[src/rtl/xadc_pkg.sv]
// Shared definitions for the XADC sampling sequencer: FSM encoding,
// control word bit positions and data word layout.
package xadc_pkg;

    typedef enum logic [2:0] {
        ST_IDLE  = 3'd0,
        ST_CONV  = 3'd1,
        ST_WAIT  = 3'd2,
        ST_WRITE = 3'd3,
        ST_STAT  = 3'd4
    } state_t;

    localparam int CTRL_START  = 0;
    localparam int CTRL_CONT   = 1;
    localparam int CTRL_AVG_LO = 2;
    localparam int CTRL_AVG_HI = 3;
    localparam int CTRL_ACK    = 4;
    localparam int CTRL_THR_LO = 5;
    localparam int CTRL_THR_HI = 8;

    localparam int DATA_AVG_LO = 0;
    localparam int DATA_AVG_W  = 12;
    localparam int DATA_SEQ_LO = 16;
    localparam int DATA_SEQ_W  = 8;

    function automatic logic [31:0] pack_data(input logic [DATA_SEQ_W-1:0] seq,
                                              input logic [DATA_AVG_W-1:0] avg);
        logic [31:0] w;
        w = '0;
        w[DATA_SEQ_LO +: DATA_SEQ_W] = seq;
        w[DATA_AVG_LO +: DATA_AVG_W] = avg;
        return w;
    endfunction

endpackage

[src/rtl/edge_det.sv]
// Registered rising-edge detector: o_rise is a one-cycle pulse the cycle
// after i_sig is first seen high.
module edge_det (
    input  logic clk,
    input  logic rst,
    input  logic i_sig,
    output logic o_rise
);

    logic r_prev;
    logic r_rise;

    always_ff @(posedge clk or posedge rst) begin
        if (rst) begin
            r_prev <= 1'b0;
            r_rise <= 1'b0;
        end else begin
            r_prev <= i_sig;
            r_rise <= i_sig & ~r_prev;
        end
    end

    assign o_rise = r_rise;

endmodule

[src/rtl/xadc_seq_ctrl.sv]
// XADC conversion sequencer: issues CONVST, averages 1/2/4/8 samples,
// writes the result word and updates sticky new/flag/error status.
//
// state | meaning
// IDLE  | waiting for start rising edge
// CONV  | one-cycle CONVST pulse, timeout counter loaded
// WAIT  | waiting for EOC or timeout
// WRITE | result word valid, data register write strobe
// STAT  | status visible, control register write strobe
module xadc_seq_ctrl
    import xadc_pkg::*;
#(
    parameter int TIMEOUT_CYC = 1023,
    parameter int ADC_W       = 12,
    parameter int SEQ_W       = 8
) (
    input  logic              clk,
    input  logic              rst,
    input  logic [31:0]       i_ctrl,
    input  logic [ADC_W-1:0]  i_adc_data,
    input  logic              i_adc_eoc,
    output logic              o_convst,
    output logic [31:0]       o_data,
    output logic              o_wr_data,
    output logic              o_wr_ctrl,
    output logic              o_new,
    output logic              o_flag,
    output logic              o_err,
    output logic              o_busy
);

    localparam int ACC_W = ADC_W + 3;
    localparam int TMO_W = (TIMEOUT_CYC > 2) ? $clog2(TIMEOUT_CYC) : 1;
    // Loaded with TIMEOUT_CYC-2 so that o_err appears TIMEOUT_CYC cycles after CONVST.
    localparam logic [TMO_W-1:0] TMO_LOAD = TMO_W'(TIMEOUT_CYC - 2);

    state_t             r_state;
    state_t             w_next;

    logic               w_start_evt;
    logic               w_ack_evt;

    logic [1:0]         r_avg_sel;
    logic [3:0]         r_thr;
    logic               r_cont;

    logic [ACC_W-1:0]   r_acc;
    logic [2:0]         r_cnt;
    logic [TMO_W-1:0]   r_tmo;
    logic [SEQ_W-1:0]   r_seq;
    logic [31:0]        r_data;
    logic               r_new;
    logic               r_flag;
    logic               r_err;
    logic               r_wr_ctrl;

    logic [ACC_W-1:0]   w_acc_sum;
    logic [DATA_AVG_W-1:0] w_avg;
    logic [SEQ_W-1:0]   w_seq_nxt;
    logic [3:0]         w_n;
    logic               w_last;
    logic               w_eoc_take;
    logic               w_tmo_exp;
    logic               w_batch_start;
    logic               w_flag_hit;
    logic               w_ctrl_unused;

    assign w_ctrl_unused = ^i_ctrl[31:CTRL_THR_HI+1];

    edge_det u_start_det (
        .clk    (clk),
        .rst    (rst),
        .i_sig  (i_ctrl[CTRL_START]),
        .o_rise (w_start_evt)
    );

    edge_det u_ack_det (
        .clk    (clk),
        .rst    (rst),
        .i_sig  (i_ctrl[CTRL_ACK]),
        .o_rise (w_ack_evt)
    );

    assign w_batch_start = (r_state == ST_IDLE) && w_start_evt;
    assign w_eoc_take    = (r_state == ST_WAIT) && i_adc_eoc;
    assign w_tmo_exp     = (r_state == ST_WAIT) && !i_adc_eoc && (r_tmo == '0);
    assign w_n           = 4'd1 << r_avg_sel;
    assign w_last        = (({1'b0, r_cnt} + 4'd1) == w_n);
    assign w_acc_sum     = r_acc + ACC_W'(i_adc_data);
    assign w_avg         = DATA_AVG_W'(w_acc_sum >> r_avg_sel);
    assign w_seq_nxt     = r_seq + SEQ_W'(1);
    assign w_flag_hit    = (r_data[DATA_AVG_LO +: DATA_AVG_W] >= {r_thr, 8'h00});

    always_ff @(posedge clk or posedge rst) begin
        if (rst) begin
            r_state <= ST_IDLE;
        end else begin
            r_state <= w_next;
        end
    end

    always_comb begin
        w_next = r_state;
        unique case (r_state)
            ST_IDLE:  if (w_start_evt) w_next = ST_CONV;
            ST_CONV:  w_next = ST_WAIT;
            ST_WAIT: begin
                if (i_adc_eoc) begin
                    w_next = w_last ? ST_WRITE : ST_CONV;
                end else if (r_tmo == '0) begin
                    w_next = ST_IDLE;
                end
            end
            ST_WRITE: w_next = ST_STAT;
            ST_STAT:  w_next = (r_cont && i_ctrl[CTRL_CONT]) ? ST_CONV : ST_IDLE;
            default:  w_next = ST_IDLE;
        endcase
    end

    always_comb begin
        o_convst  = 1'b0;
        o_wr_data = 1'b0;
        o_busy    = 1'b1;
        unique case (r_state)
            ST_IDLE:  o_busy    = 1'b0;
            ST_CONV:  o_convst  = 1'b1;
            ST_WRITE: o_wr_data = 1'b1;
            default:  o_busy    = 1'b1;
        endcase
    end

    always_ff @(posedge clk or posedge rst) begin
        if (rst) begin
            r_avg_sel <= '0;
            r_thr     <= '0;
            r_cont    <= 1'b0;
            r_acc     <= '0;
            r_cnt     <= '0;
            r_tmo     <= '0;
            r_seq     <= '0;
            r_data    <= '0;
        end else begin
            if (w_batch_start) begin
                r_avg_sel <= i_ctrl[CTRL_AVG_HI:CTRL_AVG_LO];
                r_thr     <= i_ctrl[CTRL_THR_HI:CTRL_THR_LO];
                r_cont    <= i_ctrl[CTRL_CONT];
                r_acc     <= '0;
                r_cnt     <= '0;
            end else if (r_state == ST_STAT) begin
                r_acc <= '0;
                r_cnt <= '0;
            end else if (w_eoc_take) begin
                r_acc <= w_acc_sum;
                r_cnt <= r_cnt + 3'd1;
            end

            if (r_state == ST_CONV) begin
                r_tmo <= TMO_LOAD;
            end else if ((r_state == ST_WAIT) && (r_tmo != '0)) begin
                r_tmo <= r_tmo - TMO_W'(1);
            end

            // Result word is registered on the final EOC so it is stable during WRITE.
            if (w_eoc_take && w_last) begin
                r_data <= pack_data(w_seq_nxt[DATA_SEQ_W-1:0], w_avg);
                r_seq  <= w_seq_nxt;
            end
        end
    end

    always_ff @(posedge clk or posedge rst) begin
        if (rst) begin
            r_new     <= 1'b0;
            r_flag    <= 1'b0;
            r_err     <= 1'b0;
            r_wr_ctrl <= 1'b0;
        end else begin
            r_wr_ctrl <= (r_state == ST_WRITE) || w_tmo_exp || w_ack_evt;

            if (w_batch_start) begin
                r_err <= 1'b0;
            end else if (w_tmo_exp) begin
                r_err <= 1'b1;
            end

            // A new result takes priority over a coincident acknowledge.
            if (r_state == ST_WRITE) begin
                r_new  <= 1'b1;
                r_flag <= w_flag_hit || (r_flag && !w_ack_evt);
            end else if (w_ack_evt) begin
                r_new  <= 1'b0;
                r_flag <= 1'b0;
            end
        end
    end

    assign o_data    = r_data;
    assign o_wr_ctrl = r_wr_ctrl;
    assign o_new     = r_new;
    assign o_flag    = r_flag;
    assign o_err     = r_err;

endmodule

[config.mk]
export PLATFORM = sky130hd
export DESIGN_NAME = xadc_seq_ctrl
export DESIGN_NICKNAME = d
export VERILOG_FILES = /design/src/rtl/xadc_pkg.sv /design/src/rtl/edge_det.sv /design/src/rtl/xadc_seq_ctrl.sv
export SDC_FILE = /design/constraint.sdc
export NUM_CORES = 1
export LEC_CHECK = 0
export ABC_AREA = 1
export CORE_MARGIN = 2
export CORE_UTILIZATION = 54
export CTS_BUF_LIST = sky130_fd_sc_hd__clkbuf_2
export DETAILED_ROUTE_END_ITERATION = 7
export GPL_TIMING_DRIVEN = 0
export HOLD_SLACK_MARGIN = 0.06
export MAX_ROUTING_LAYER = met4
export PLACE_DENSITY = 0.93
export SETUP_SLACK_MARGIN = 0.02
export SLEW_MARGIN = 20
export SYNTH_ARGS = -nofsm -noshare
export SYNTH_HDL_FRONTEND = slang
export SYNTH_SLANG_ARGS = --single-unit
export TNS_END_PERCENT = 100
[constraint.sdc]
create_clock -name clk -period 4 [get_ports clk]
set_input_delay 0.8 -clock clk [delete_from_list [all_inputs] [get_ports clk]]
set_output_delay 0.8 -clock clk [all_outputs]
set_load 0.01 [all_outputs]
==> impl_metrics.tcl, run 1 <==
set metrics [dict create \
    status "finished clean" \
    synth-seq-cells 66 \
    drc 0 \
    hold_path_end "u_start_det.o_rise$_DFF_PP0_" \
    cp-end-kind "primary output" \
    min-delay-path-class "reg2reg" \
    fin_area_um2 4930 \
    r2r_end "o_data[10]$_DFFE_PP0P_" \
    maxSlewHeadroom_pct 47.2 \
    seqCellArea_um2 1650 \
    max_stage_delay_ns 0.67 \
    startpoint_type "flip-flop" \
    synthFlopType "dfrtp_1" \
    fin_crit_ns 3.03 \
    rr_startpoint "r_acc[0]$_DFFE_PP0P_" \
    hold_viol 0 \
    synth_area_um2 4080 \
    cts_sinks 66 \
    ctsHoldBuffers 0 \
    start_util_pct 55.9 \
    r2r_slack_ns 1.84 \
    final_antenna_net_count 0 \
    place.gp.congestion 0.921 \
    finalCritPeriodShare_pct 75.8 \
    grt_pass1_vias 3879 \
    crit_arrival_ns 2.23 \
    antenna_cells 0 \
    vdd_drop_max_uv 315 \
    cp.required_ns 3.20 \
    drive_above_1_share_pct 8.10 \
    max_freq_ghz 0.330 \
    rsz0062_at_grt "no" \
    ios 86 \
    grt_overflow_total 0 \
    dp_hpwl_um 7640 \
    synth_edf_count 0 \
    grt_max_degree 52 \
    post_cts_buffers 0 \
    grtUsageTotal_pct 27.1 \
    viasPerCell 5.22 \
    timing.hold.ws_ns 0.407 \
    hold_depth 1 \
    async_reset_ff_share_pct 100 \
    areaGrowthSynthToFinish_pct 21.0 \
    die_area_um2 8260 \
    antenna_found_initial 0 \
    dpl.cell_count 713 \
    multi_input_area_um2 2020 \
    placed_cell_area_um2 4770 \
    reg2regPathDepth 13 \
    crit_slowest_cell "clkdlybuf4s50_1" \
    seq_area_frac_synth_pct 40.5 \
    cts_root_buf "clkbuf_2" \
    htreeDepth 3 \
    setup_violations 0 \
    layout_setup_ws_ns 0.968 \
    grt_pass1_wl_um 17400 \
    final_cells 729 \
    worst_pin_slew_ns 0.789 \
    clk_latency_ns 0.52 \
    ys_warn_count 0 \
    dr.pass1.iters 5 \
    power.leakage_nw 2.50 \
    worstPathCellList "nor3_1 > clkdlybuf4s50_1" \
    skew_ns 0.0312 \
    synth_cell_types 38 \
    cts_tree "yes" \
    fin_tns_setup_ns 0 \
    vias 3808 \
    numCtsBuffers 9 \
    fin_nets 693 \
    wl_per_cell_um 13.7 \
    postCtsResizedCells 0 \
    fill_cells 617 \
    die_h_um 90.9 \
    core_area_um2 7290 \
    cap_viol_max_count 0 \
    postLayoutCoreUtil_pct 67.6 \
    critPathKind "reg2out" \
    crit_family "buffers and inverters" \
    drt_iter0_drc 324 \
    critPathMaxFanout 6 \
    synth_cells 552 \
    cts_buffer_depth 2 \
    power_mw 3.46 \
    critPathBufInv 1 \
    path_clk_slew_ns 0.19 \
    drv_slew 0 \
    syn_avg_cell_area_um2 7.38 \
    place_ws_ns 0.993 \
    routed_wl_um 9980 \
    rows 31 \
    die_x_um 90.9 \
    p_per_area_nw_per_um2 701 \
    hold_path_startpoint "u_start_det.r_prev$_DFF_PP0_" \
    portBuffers 50 \
]
state kept, by name (all words and copies together), names as in the netlist, 2 cells and up:
signal,flops
r_avg_sel,2
o_data,12
r_acc,15
r_thr,4
r_state,3
r_cnt,3
r_tmo,10
r_seq,8
worst max-delay path by stage:
stage / startpoint / to / slack [ns] / depth (start not counted)
after floorplan: rst / o_data[0]$_DFFE_PP0P_ / 1.55 / 1
after global placement: rst / r_seq[3]$_DFFE_PP0P_ / 0.42 / 2
after detailed placement: i_adc_data[0] / o_data[8]$_DFFE_PP0P_ / 0.99 / 15
after CTS: r_state[2]$_DFFE_PP0P_ / o_wr_data / 1.00 / 2
after global routing: r_state[0]$_DFFE_PP0P_ / o_wr_data / 0.90 / 3
final: r_state[2]$_DFFE_PP0P_ / o_wr_data / 0.97 / 2
worst register-to-register path: stages, from the launching register on:
cell     delay (ns)
dfrtp_1        0.41
ha_1           0.23
fa_1           0.42
nand2_1        0.14
nand2_1        0.07
nand3_1        0.07
nand2_1        0.10
nand2_1        0.11
nand2_1        0.06
nand2_1        0.07
nand2_1        0.08
nand2_1        0.09
nand3_1        0.08
a21oi_1        0.18
report_power, final:
part / switching (mW) / internal, mW
Sequential: 0.178 / 0.879
Clock: 0.258 / 0.268
Combinational: 1.15 / 0.727
Total: 1.58 / 1.87
cell usage after synthesis (2+ instances only):
cell type	instances	share of area [%]
and2_1	2	0.31
buf_2	3	0.37
nor2_1	36	3.3
buf_4	13	2.4
o211ai_1	2	0.37
xnor2_1	8	1.7
o21ai_0	28	3.4
a21oi_1	17	2.1
nand4_1	6	0.92
nand3_1	57	7.0
nand2_1	162	15
xor2_1	8	1.7
nor2_2	5	0.77
inv_1	78	7.2
nor3_1	5	0.61
o21ai_1	3	0.37
inv_2	4	0.37
ha_1	20	6.1
nor4_1	2	0.31
o22ai_1	6	0.92
dfrtp_1	66	41
clkbuf_1	5	0.46
layer usage:
layer,vias up,track usage [%],routed length (um)
met3,20,5.09,557
met1,1780,30.6,4050
met2,130,47.3,5140
met5,-,-,0
li1,1878,-,-
met4,0,11.1,231
cell type report:
cell class	instances	share of cell area, %
clock inverter	7	2.33
clock buffer	9	0.913
inverter	82	6.29
tap	99	2.51
timing repair buffer	51	10.7
sequential	66	33.5
multi-input combinational	393	41.0
buffer	22	2.74
layout by cell type (no fill, tap or decap), types with 8 or more instances in the layout:
| cell type | synthesis | final |
|---|---|---|
| a21oi_1 | 17 | 17 |
| buf_4 | 13 | 13 |
| clkbuf_2 | 0 | 9 |
| clkdlybuf4s50_1 | 0 | 50 |
| conb_1 | 1 | 12 |
| dfrtp_1 | 66 | 66 |
| ha_1 | 20 | 20 |
| inv_1 | 78 | 77 |
| nand2_1 | 162 | 162 |
| nand3_1 | 57 | 57 |
| nor2_1 | 36 | 36 |
| o21ai_0 | 28 | 28 |
| xnor2_1 | 8 | 8 |
| xor2_1 | 8 | 8 |
cells by family (layout without fill, tap and decap cells):
group | Yosys count | in the layout | synth area share [%]
buffers and inverters | 104 | 171 | 10.9
AND/OR/NAND/NOR | 282 | 282 | 30.0
AO/OA/AOI/OAI | 62 | 62 | 8.44
other | 1 | 12 | 0.0920
XOR/XNOR | 16 | 16 | 3.44
flip-flops | 66 | 66 | 40.5
adder cells (fa/ha/maj) | 21 | 21 | 6.63
Note: power is estimated with default switching activity, not from simulation.
==> run 2: changes to the inputs <==
--- a/config.mk
+++ b/config.mk
@@ -7,13 +7,13 @@
 export LEC_CHECK = 0
 export ABC_AREA = 1
 export CORE_MARGIN = 2
-export CORE_UTILIZATION = 54
+export CORE_UTILIZATION = 48
 export CTS_BUF_LIST = sky130_fd_sc_hd__clkbuf_2
 export DETAILED_ROUTE_END_ITERATION = 7
 export GPL_TIMING_DRIVEN = 0
 export HOLD_SLACK_MARGIN = 0.06
 export MAX_ROUTING_LAYER = met4
-export PLACE_DENSITY = 0.93
+export PLACE_DENSITY = 0.88
 export SETUP_SLACK_MARGIN = 0.02
 export SLEW_MARGIN = 20
 export SYNTH_ARGS = -nofsm -noshare
==> constraint.sdc (replaced) <==
create_clock -name clk -period 2.6 [get_ports clk]
set_input_delay 0.52 -clock clk [delete_from_list [all_inputs] [get_ports clk]]
set_output_delay 0.52 -clock clk [all_outputs]
set_load 0.01 [all_outputs]
==> impl_metrics.tcl, run 2 (synthesized netlist as in run 1, its figures left out) <==
set metrics [dict create \
    portBuffers 50 \
    vdd_drop_max_uv 493 \
    die_area_um2 9250 \
    fin_tns_setup_ns 0 \
    rr_startpoint "r_acc[0]$_DFFE_PP0P_" \
    start_util_pct 49.6 \
    dp_hpwl_um 7410 \
    postLayoutCoreUtil_pct 60.3 \
    cap_viol_max_count 0 \
    power.leakage_nw 2.51 \
    routed_wl_um 9630 \
    drv_slew 0 \
    cts_root_buf "clkbuf_2" \
    power_mw 5.24 \
    htreeDepth 3 \
    place.gp.congestion 0.918 \
    wl_per_cell_um 13.1 \
    ios 86 \
    maxSlewHeadroom_pct 48.9 \
    grt_max_degree 61 \
    rsz0062_at_grt "yes" \
    place_ws_ns -0.106 \
    dr.pass1.iters 5 \
    path_clk_slew_ns 0.21 \
    largest_reg_flops 15 \
    cts_sinks 66 \
    vias 3748 \
    drc 0 \
    dpl.cell_count 719 \
    cts_buffer_depth 2 \
    skew_ns 0.0455 \
    critPathMaxFanout 3 \
    cts_tree "yes" \
    fin_nets 694 \
    cp.required_ns 2.08 \
    final_cells 736 \
    rows 33 \
    fin_area_um2 4950 \
    critPathLaunch "r_state[1]$_DFFE_PP0P_" \
    layout_setup_ws_ns 0.165 \
    setup_violations 0 \
    clk_latency_ns 0.53 \
    critPathKind "reg2out" \
    die_x_um 96.2 \
    grt_pass1_vias 3558 \
    min-delay-path-class "in2async" \
    crit_arrival_ns 1.92 \
    grt_overflow_total 0 \
    cp-end-kind "primary output" \
    final_antenna_net_count 0 \
    antenna_found_initial 0 \
    grtUsageTotal_pct 23.5 \
    wl_met2_um 4710 \
    timing.hold.ws_ns 0.206 \
    mostFrequentLayoutCells "162 x nand2_1, 77 x inv_1, 65 x dfrtp_1" \
    ctsHoldBuffers 0 \
    wl_met1_um 4120 \
    status "finished clean" \
    drt_iter0_drc 261 \
    final_common_cell "nand2_1" \
    grt_pass1_wl_um 16300 \
    p_per_area_nw_per_um2 1060 \
    placed_cell_area_um2 4780 \
    hold_viol 0 \
    worst_pin_slew_ns 0.763 \
    areaGrowthSynthToFinish_pct 21.5 \
    die_h_um 96.2 \
    core_area_um2 8220 \
    top_layer "met4" \
    drive_above_1_share_pct 8.87 \
    viasPerCell 5.09 \
    fin_crit_ns 2.44 \
    antenna_cells 0 \
    finalCritPeriodShare_pct 93.7 \
    met3_length_um 539 \
    max_freq_ghz 0.411 \
    numCtsBuffers 9 \
    startpoint_type "flip-flop" \
    largest-register "r_acc" \
]
run 2: cell count changes in the layout (fill, tap and decap cells not counted), sizes merged:
cell           change
clkdlybuf4s50      -1
bufinv             -1
dlymetal6s2s       +1
buf                +1
clkbuf             +1
run 2: power breakdown:
part	switching (mW)	leakage, nW	internal, mW
registers	0.275	0.820	1.35
clock network	0.412	0.0825	0.326
logic	1.74	1.61	1.13
total	2.43	2.51	2.81
run 2: worst paths after layout:
check / slack (ns) / to / cells after the start
worst min register to register: 0.41 / u_start_det.o_rise$_DFF_PP0_ / 1
worst min-delay path: 0.21 / r_acc[6]$_DFFE_PP0P_ / 2
worst max-delay path: 0.16 / o_busy / 5
min in group clk: 0.41 / u_start_det.o_rise$_DFF_PP0_ / 1
worst max register to register: 0.46 / o_data[5]$_DFFE_PP0P_ / 11
max in group asynchronous: 1.87 / r_acc[14]$_DFFE_PP0P_ / 3
run 2: area by class of cell:
class                      count  area [um^2]
fill                         740         3270
multi-input combinational    393         2040
sequential                    66         1650
timing repair buffer          52          538
inverter                      82          310
buffer                        22          135
tap                          105          131
clock inverter                 6         90.1
clock buffer                  10         50.0
run 2: critical path, cell delays in order, from the launching register on:
cell	delay [ns]
dfrtp_1	0.47
nor2_1	0.17
inv_1	0.09
nor2_2	0.12
inv_1	0.07
clkdlybuf4s50_1	0.48
run 2: per-layer routing:
| layer | up-vias | track usage [%] |
|---|---|---|
| met5 | - | - |
| met4 | 0 | 7.38 |
| met3 | 21 | 5.64 |
| met2 | 110 | 38.3 |
| met1 | 1721 | 29.1 |
| li1 | 1896 | - |
run 2: what timing repair did:
item                                    CTS  global route
pin swaps                                 0             1
resized for setup                         2             4
buffers inserted                          0             1
endpoints found under the setup margin    2             3
